--- src/rtl/btb_nway.sv ---
// Purpose: N-way set-associative branch target buffer with 2-bit counters.
// Latency: lookup result registered, valid one cycle after lookup_valid.
// Backpressure: none; accepts a lookup and an update every cycle.
// Ports: clk/rst_n; lookup_valid/lookup_pc -> pred_valid/hit/taken/target/way
//        (one cycle later); upd_valid/upd_pc/upd_taken/upd_target train the
//        table; flush clears all valid bits.
module btb_nway #(
    parameter int WAYS = 2,
    parameter int SETS = 16,
    parameter int PC_W = 32
) (
    input  logic                                   clk,
    input  logic                                   rst_n,
    input  logic                                   lookup_valid,
    input  logic [PC_W-1:0]                        lookup_pc,
    output logic                                   pred_valid,
    output logic                                   pred_hit,
    output logic                                   pred_taken,
    output logic [PC_W-1:0]                        pred_target,
    output logic [((WAYS > 1) ? $clog2(WAYS) : 1)-1:0] pred_way,
    input  logic                                   upd_valid,
    input  logic [PC_W-1:0]                        upd_pc,
    input  logic                                   upd_taken,
    input  logic [PC_W-1:0]                        upd_target,
    input  logic                                   flush
);
    localparam int IDX_W = $clog2(SETS);
    localparam int TAG_W = PC_W - 2 - IDX_W;
    localparam int WAY_W = (WAYS > 1) ? $clog2(WAYS) : 1;

    // Table state
    logic [WAYS-1:0]  valid_q [SETS];
    logic [WAYS-1:0]  valid_d [SETS];
    logic [1:0]       ctr_q   [SETS][WAYS];
    logic [1:0]       ctr_d   [SETS][WAYS];
    logic [TAG_W-1:0] tag_q   [SETS][WAYS];
    logic [TAG_W-1:0] tag_d   [SETS][WAYS];
    logic [PC_W-1:0]  tgt_q   [SETS][WAYS];
    logic [PC_W-1:0]  tgt_d   [SETS][WAYS];
    logic [WAY_W-1:0] ptr_q   [SETS];
    logic [WAY_W-1:0] ptr_d   [SETS];

    // Prediction registers
    logic             pred_valid_q, pred_valid_d;
    logic             pred_hit_q,   pred_hit_d;
    logic             pred_taken_q, pred_taken_d;
    logic [PC_W-1:0]  pred_target_q, pred_target_d;
    logic [WAY_W-1:0] pred_way_q,   pred_way_d;

    // PC bits [1:0] never take part in indexing or tagging.
    logic unused_pc_bits;
    assign unused_pc_bits = ^{lookup_pc[1:0], upd_pc[1:0]};

    // ---------------- Lookup path (reads pre-update state) ----------------
    logic [IDX_W-1:0] lk_idx;
    logic [TAG_W-1:0] lk_tag;
    logic             lk_hit;
    logic [WAY_W-1:0] lk_way;

    always_comb begin
        lk_idx = lookup_pc[IDX_W+1:2];
        lk_tag = lookup_pc[PC_W-1:IDX_W+2];
        lk_hit = 1'b0;
        lk_way = '0;
        // Scan downwards so the lowest matching way is the last one written.
        for (int w = WAYS - 1; w >= 0; w--) begin
            if (valid_q[lk_idx][w] && (tag_q[lk_idx][w] == lk_tag)) begin
                lk_hit = 1'b1;
                lk_way = WAY_W'(w);
            end
        end
        pred_valid_d  = lookup_valid;
        pred_hit_d    = lookup_valid && lk_hit;
        pred_taken_d  = 1'b0;
        pred_target_d = '0;
        pred_way_d    = '0;
        if (lookup_valid && lk_hit) begin
            pred_taken_d  = ctr_q[lk_idx][lk_way][1];
            pred_target_d = tgt_q[lk_idx][lk_way];
            pred_way_d    = lk_way;
        end
    end

    // ---------------- Update path ----------------
    logic [IDX_W-1:0] up_idx;
    logic [TAG_W-1:0] up_tag;
    logic             up_hit;
    logic [WAY_W-1:0] up_way;
    logic             inv_found;
    logic [WAY_W-1:0] inv_way;
    logic [WAY_W-1:0] alloc_way;

    always_comb begin
        up_idx    = upd_pc[IDX_W+1:2];
        up_tag    = upd_pc[PC_W-1:IDX_W+2];
        up_hit    = 1'b0;
        up_way    = '0;
        inv_found = 1'b0;
        inv_way   = '0;
        for (int w = WAYS - 1; w >= 0; w--) begin
            if (valid_q[up_idx][w] && (tag_q[up_idx][w] == up_tag)) begin
                up_hit = 1'b1;
                up_way = WAY_W'(w);
            end
            if (!valid_q[up_idx][w]) begin
                inv_found = 1'b1;
                inv_way   = WAY_W'(w);
            end
        end
        alloc_way = inv_found ? inv_way : ptr_q[up_idx];

        valid_d = valid_q;
        ctr_d   = ctr_q;
        tag_d   = tag_q;
        tgt_d   = tgt_q;
        ptr_d   = ptr_q;

        if (flush) begin
            // Only valid bits drop; training history and pointers survive.
            for (int s = 0; s < SETS; s++) begin
                valid_d[s] = '0;
            end
        end else if (upd_valid) begin
            if (up_hit) begin
                if (upd_taken) begin
                    if (ctr_q[up_idx][up_way] != 2'b11) begin
                        ctr_d[up_idx][up_way] = ctr_q[up_idx][up_way] + 2'b01;
                    end
                    tgt_d[up_idx][up_way] = upd_target;
                end else if (ctr_q[up_idx][up_way] != 2'b00) begin
                    ctr_d[up_idx][up_way] = ctr_q[up_idx][up_way] - 2'b01;
                end
            end else if (upd_taken) begin
                valid_d[up_idx][alloc_way] = 1'b1;
                tag_d[up_idx][alloc_way]   = up_tag;
                tgt_d[up_idx][alloc_way]   = upd_target;
                ctr_d[up_idx][alloc_way]   = 2'b10;
                // Round-robin advances only when a live entry is evicted;
                // WAYS is a power of two so the add wraps naturally.
                if ((WAYS > 1) && !inv_found) begin
                    ptr_d[up_idx] = ptr_q[up_idx] + 1'b1;
                end
            end
        end
    end

    // ---------------- State ----------------
    always_ff @(posedge clk or negedge rst_n) begin
        if (!rst_n) begin
            for (int s = 0; s < SETS; s++) begin
                valid_q[s] <= '0;
                ptr_q[s]   <= '0;
                for (int w = 0; w < WAYS; w++) begin
                    ctr_q[s][w] <= 2'b00;
                end
            end
            pred_valid_q  <= 1'b0;
            pred_hit_q    <= 1'b0;
            pred_taken_q  <= 1'b0;
            pred_target_q <= '0;
            pred_way_q    <= '0;
        end else begin
            valid_q       <= valid_d;
            ptr_q         <= ptr_d;
            ctr_q         <= ctr_d;
            pred_valid_q  <= pred_valid_d;
            pred_hit_q    <= pred_hit_d;
            pred_taken_q  <= pred_taken_d;
            pred_target_q <= pred_target_d;
            pred_way_q    <= pred_way_d;
        end
    end

    // Tags and targets are qualified by valid bits, so they carry no reset.
    always_ff @(posedge clk) begin
        tag_q <= tag_d;
        tgt_q <= tgt_d;
    end

    assign pred_valid  = pred_valid_q;
    assign pred_hit    = pred_hit_q;
    assign pred_taken  = pred_taken_q;
    assign pred_target = pred_target_q;
    assign pred_way    = (WAYS > 1) ? pred_way_q : '0;

endmodule
--- config.mk ---
export PLATFORM = sky130hd
export DESIGN_NAME = btb_nway
export DESIGN_NICKNAME = d
export VERILOG_FILES = /design/src/rtl/btb_nway.sv
export SDC_FILE = /design/constraint.sdc
export NUM_CORES = 2
export LEC_CHECK = 0
export ABC_CLOCK_PERIOD_IN_PS = 16000
export CAP_MARGIN = 5
export CORE_ASPECT_RATIO = 1.75
export CORE_UTILIZATION = 65
export DETAILED_ROUTE_END_ITERATION = 10
export PLACE_DENSITY = 0.82
export REMOVE_ABC_BUFFERS = 1
export SLEW_MARGIN = 10
export SYNTH_ARGS = -nofsm -noshare
export SYNTH_HDL_FRONTEND = slang
export SYNTH_SLANG_ARGS = --single-unit
--- constraint.sdc ---
create_clock -name clk -period 16 [get_ports clk]
set_input_delay 2.4 -clock clk [delete_from_list [all_inputs] [get_ports clk]]
set_output_delay 2.4 -clock clk [all_outputs]
set_load 0.005 [all_outputs]
---- Word level (Yosys, flattened, before mapping) ----
Cells that the tools add are included.
W data, S select, Z words.
word-level totals
  memory bits (read-only) ................. 0
  memories kept ........................... 0
  register bits ........................... 2004
  output and inout port bits .............. 36
  latch bits .............................. 0
  RAM bits ................................ 0
  input bits .............................. 102
operators by class
  bitwise gates (word level) .............. 12
  $lt $le $gt $ge ......................... 10
  $add $sub $neg .......................... 3
  shift-type cells ........................ 0
  multiply operators ...................... 0
  mux-type cells .......................... 90
  reduce and logical (&&, ||, !) cells .... 19
  div/mod/pow operators ................... 0
  equal/unequal tests ..................... 7
operator list
  kind              number
  $mux W1024        3
  $bwmux W1024      2
  $bwmux W832       1
  $mux W64          9
  $demux W64 S4     2
  $bmux W52 S4      2
  $mux W32          10
  $mux W52          5
  $bmux W64 S4      1
  $demux W52 S4     1
  $bwmux W64        2
  $eq A26 B26 Y1    4
  $demux W32 S1     2
  $or A32 B32 Y32   2
  $and A32 B32 Y32  1
  $bmux W4 S4       2
  $demux W4 S4      2
  $not A32 Y32      1
  $demux W26 S1     1
  $mux W2           13
  $mux W26          1
  $mux W4           6
  $bmux W2 S4       2
  $bwmux W16        1
  25 further kinds  65

---- Longest topological paths before layout ----
  word-level depth ........................ 19
  mapped depth ............................ 26
  mapped depth without buffers ............ 17

---- Least setup slack after synthesis ----
OpenSTA, ideal clock, no wires.
  path type ............................... input to register
  start point ............................. input port upd_pc[3]
  end point ............................... register tgt_q[64] (netlist name) (enable)
  arrival ................................. 7561 ps
  stages on the path ...................... 16
  setup slack ............................. 7978 ps
  buffers on the path ..................... 6
  data required time ...................... 15539 ps
  library setup time ...................... 461 ps
  path through ............................ buf_2 > buf_2 > buf_2 > clkbuf_1 > mux4_2 > and2_1 > a2111o_1 > a21oi_1 > o211ai_1 > a21oi_1 > nand4_4 > nand2_1 > nand2_1 > buf_2 > buf_2 > nor3_1
RTL lines
  item                    RTL line  source
  start: declaration      22        input logic [PC_W-1:0] upd_pc,
  end signal: assignment  177       tgt_q <= tgt_d;
  end: declaration        38        logic [PC_W-1:0] tgt_q [SETS][WAYS];

---- Worst setup path in the final report ----
  start point ............................. input port upd_pc[3]
  end point ............................... register tgt_q[397] (netlist name) (data pin)
between the ends
  longest elaborated chain between the ends .. 18
  elaborated cells between the ends (all ways) .. 45
ends and longest elaborated chain
  item                                                                RTL line  source
  $not A4 Y5 (not written as such) (*)                                n/a
  $bmux W52 S4                                                        101       if (valid_q[up_idx][w] && (tag_q[up_idx][w] == up_tag)) begin
  $mux W52 (not written as such) (2 in a row)                         101
  $eq A26 B26 Y1                                                      101
  $logic_and A1 B1 Y1                                                 101
  $mux W1 (2 in a row)                                                101
  $not A1 Y2 (not written as such)                                    129       tgt_d[up_idx][up_way] = upd_target;
  $ge A2 B2 Y1 (not written as such) or $lt A2 B1 Y1 (tied branches)  129
  $logic_and A1 B1 Y1 (not written as such)                           129
  $mux W32 (not written as such)                                      129
  $demux W32 S1                                                       129
  $mux W64 (not written as such)                                      129
  $demux W64 S4                                                       129
  $bwmux W1024                                                        129
  $mux W1024                                                          125       if (upd_taken) begin
  $mux W1024 (*)                                                      124       if (up_hit) begin
Every way passes the cells marked *; elsewhere a longest branch is shown, timed or not. The select of a mux whose other input is x is not followed.
A chain may end at the register's enable or synchronous reset.

==> impl_metrics.json <==
{
  "crit_path_start_kind": "input pin",
  "drt-met1-wl_microns": 83120,
  "crit_path_top_delay_cell": "buf_4",
  "placementRows": 184,
  "grt_max_degree": 161,
  "layout_worst_path_cycle_share_pct": 62.50,
  "required_ps": 16670,
  "worst_slew_margin_rel_pct": 11.00,
  "slew_viol_final": 0,
  "antenna_found_initial": 14,
  "cap_violations": 0,
  "path_class": "input pin to flop",
  "synth-edff-count": 1856,
  "clk_pin_slew_worst_paths_ps": 70,
  "pre_cts_slack_ps": 5981,
  "holdBufCountCts": 0,
  "cp_top_family": "buffers and inverters",
  "area_growth_pct": 9.015,
  "drc": 0,
  "dp_hpwl_microns": 149300,
  "arrival_ps": 10680,
  "finalWirelength_microns": 283700,
  "rr_endpoint": "tgt_q[397]",
  "grt_pass1_vias": 58550,
  "die_h_microns": 504.9,
  "setup_viol": 0,
  "synth_area_leaders": "edfxtp_1 59%, mux4_2 18%, and3_1 6.9%, dfrtp_1 3.9%, mux2i_1 2.4%",
  "tightest_slew_ps": 1326,
  "synth_top_area_share_pct": 59.32,
  "crit_start": "upd_pc[3]",
  "grt_overflow": 0,
  "syn-cell-area_sq_um": 93950,
  "cts_tree": "built",
  "viasPerCell": 7.780,
  "synth_flop_cell": "edfxtp_1",
  "p_leak_nw": 34.88,
  "fmax_ghz": 0.09999,
  "vias": 57840,
  "grt_usage_pct": 39.50,
  "dr_wl_met3_microns": 37290,
  "reg2regPathDepth": 12,
  "rsz0062_at_grt": "false",
  "maxUsedRoutingLayer": "met5",
  "crit_end": "tgt_q[397]",
  "crit_chain": "buf_4 > buf_4 > inv_2 > buf_4 > mux2i_1 > xor2_1 > nand2_1 > or4_4 > a211oi_4 > nand4_4 > a21oi_4 > buf_4 > buf_4 > buf_4 > and3_1",
  "yosysSeqAreaShare_pct": 63.26,
  "fp.dieW_microns": 289.4,
  "wl_per_cell_microns": 38.17,
  "synth_most_common_cell": "edfxtp_1",
  "layout-drive-gt1-share_pct": 23.99,
  "crit_top_cell": "buf_4",
  "synth_commonest_cells": "1856 x edfxtp_1, 1036 x and3_1, 765 x mux4_2",
  "dr_wl_met2_microns": 137300,
  "cts_root_buffer": "clkbuf_16",
  "cts_max_level": 4,
  "worst_skew_pair.late_latency_ps": 830,
  "critPathMaxStageDelay_ps": 960,
  "fin_nets": 5520,
  "port_buffers": 133,
  "ant_nets": 0,
  "r2r_slack_ps": 8900,
  "skew_ps": 37.66,
  "cts_sinks": 2004,
  "clockBufferDepth": 3,
  "drt_iter0_markers": 9669,
  "min_path_type": "flop to flop",
  "worst_slack_ps": 5999,
  "r2r_start": "tag_q[74]",
  "yosysUniqueCellTypes": 88,
  "worst-path-stages": 15,
  "yosysTopAreaCell": "edfxtp_1",
  "cts_made_buffers": 172,
  "ios": 138,
  "vdd_ir_drop_max_mv": 0.1258,
  "firstDrtPassIters": 8,
  "synth_seq_cells": 2004,
  "power.density_nw_per_um2": 104.6,
  "start_util_pct": 65.50,
  "status": "complete, no violations",
  "cp_num_buf_inv": 7,
  "synth.avg_cell_area_sq_um": 16.99,
  "gp_congestion": 0.9754,
  "synth_cells": 5531,
  "die_area_sq_um": 146100,
  "grt_first_pass_wirelength_microns": 403000,
  "ctsResizeCount": 0,
  "synth_async_sr_flop_share_pct": 7.385,
  "core_sq_um": 143400,
  "cp_max_fo": 151,
  "yosysWarningCount": 0,
  "cts_setup_buffers": 0,
  "period_minus_slack_ps": 10000,
  "hold_viol": 0,
  "tns_ps": 0,
  "critPathCaptureType": "flop"
}
logic make-up (layout without fill, tap and decap cells):
logic type | after synthesis | count (layout) | share of synthesized area [%]
multiplexers | 1026 | 1026 | 21.18
AND/OR/NAND/NOR | 1422 | 1422 | 8.945
flip-flops | 2004 | 2004 | 63.26
other | 0 | 14 | 0
buffers and inverters | 649 | 678 | 3.202
XOR/XNOR | 104 | 104 | 0.9695
adder cells (fa/ha/maj) | 2 | 2 | 0.02663
AO/OA/AOI/OAI | 324 | 324 | 2.413
layer usage:
metal | GRT usage [%] | vias to the layer above
met5 | 0 | -
met4 | 29.46 | 8
met3 | 9.508 | 1426
met2 | 62.64 | 5415
met1 | 46.86 | 28810
li1 | - | 22180
worst reg2reg max path: cells and delay by family (launching register included):
kind            cells  cell delay, ps
xor+xnor            1             640
flops               1             400
mux                 2             670
simple gates        4            1510
compound gates      2            1010
buf+inv             3            2710
layout by cell type, fill, tap and decap left out, types with 41 or more instances in the layout:
cell / n
edfxtp_1: 1856
and3_1: 1036
mux4_2: 765
mux2i_1: 227
clkbuf_16: 175
buf_4: 166
dfrtp_1: 148
clkdlybuf4s50_1: 124
nand2_1: 92
xnor2_1: 77
a22oi_1: 69
a21oi_1: 58
nor2_1: 56
inv_1: 52
nor2_4: 44
o22ai_1: 41
metrics by stage:
stage          instances  cell area, sq um  hold WS (ps)  power, mW  util (%)
4_1_cts             7420            102400         493.9      10.69     71.39
6_report            7434            102400         490.3      10.72     71.41
3_5_place_dp        7102             96770         479.0      6.566     67.47
3_3_place_gp        7102             96770         467.0      6.549     67.47
2_1_floorplan       4937             91150         450.9      6.166         -
5_1_grt             7425            102400         510.8      10.92     71.39
sequential cells by signal, summed over array words and instances (netlist names):
name / cells
ctr_q: 64
pred_hit: 1
pred_taken: 1
pred_target: 32
pred_valid: 1
pred_way: 1
ptr_q: 16
tag_q: 832
tgt_q: 1024
valid_q: 32
worst min-delay path by stage:
stage | from | endpoint | slack (ps) | cells after the start
floorplan | ctr_q[38] | ctr_q[38] | 450 | 1
global placement | ctr_q[38] | ctr_q[38] | 470 | 1
detailed placement | ptr_q[13] | ptr_q[13] | 480 | 1
CTS | ptr_q[13] | ptr_q[13] | 490 | 1
global route | ctr_q[38] | ctr_q[38] | 510 | 1
finish | ptr_q[13] | ptr_q[13] | 490 | 1
cell type report:
| class | instances | area (sq um) |
|---|---|---|
| fill | 8516 | 41010 |
| clock buffer | 221 | 4632 |
| tap | 1860 | 2327 |
| timing repair buffer | 305 | 2733 |
| multi-input combinational | 2878 | 32070 |
| sequential | 2004 | 59440 |
| clock inverter | 97 | 983.4 |
| inverter | 55 | 206.4 |
| antenna | 14 | 35.03 |
power by group:
part           switching (mW)  total [mW]  internal (mW)
Combinational           0.485       0.770          0.285
Clock                    1.93        4.23           2.30
Sequential             0.0115        5.72           5.70
Note: power is estimated with default switching activity, not from simulation.
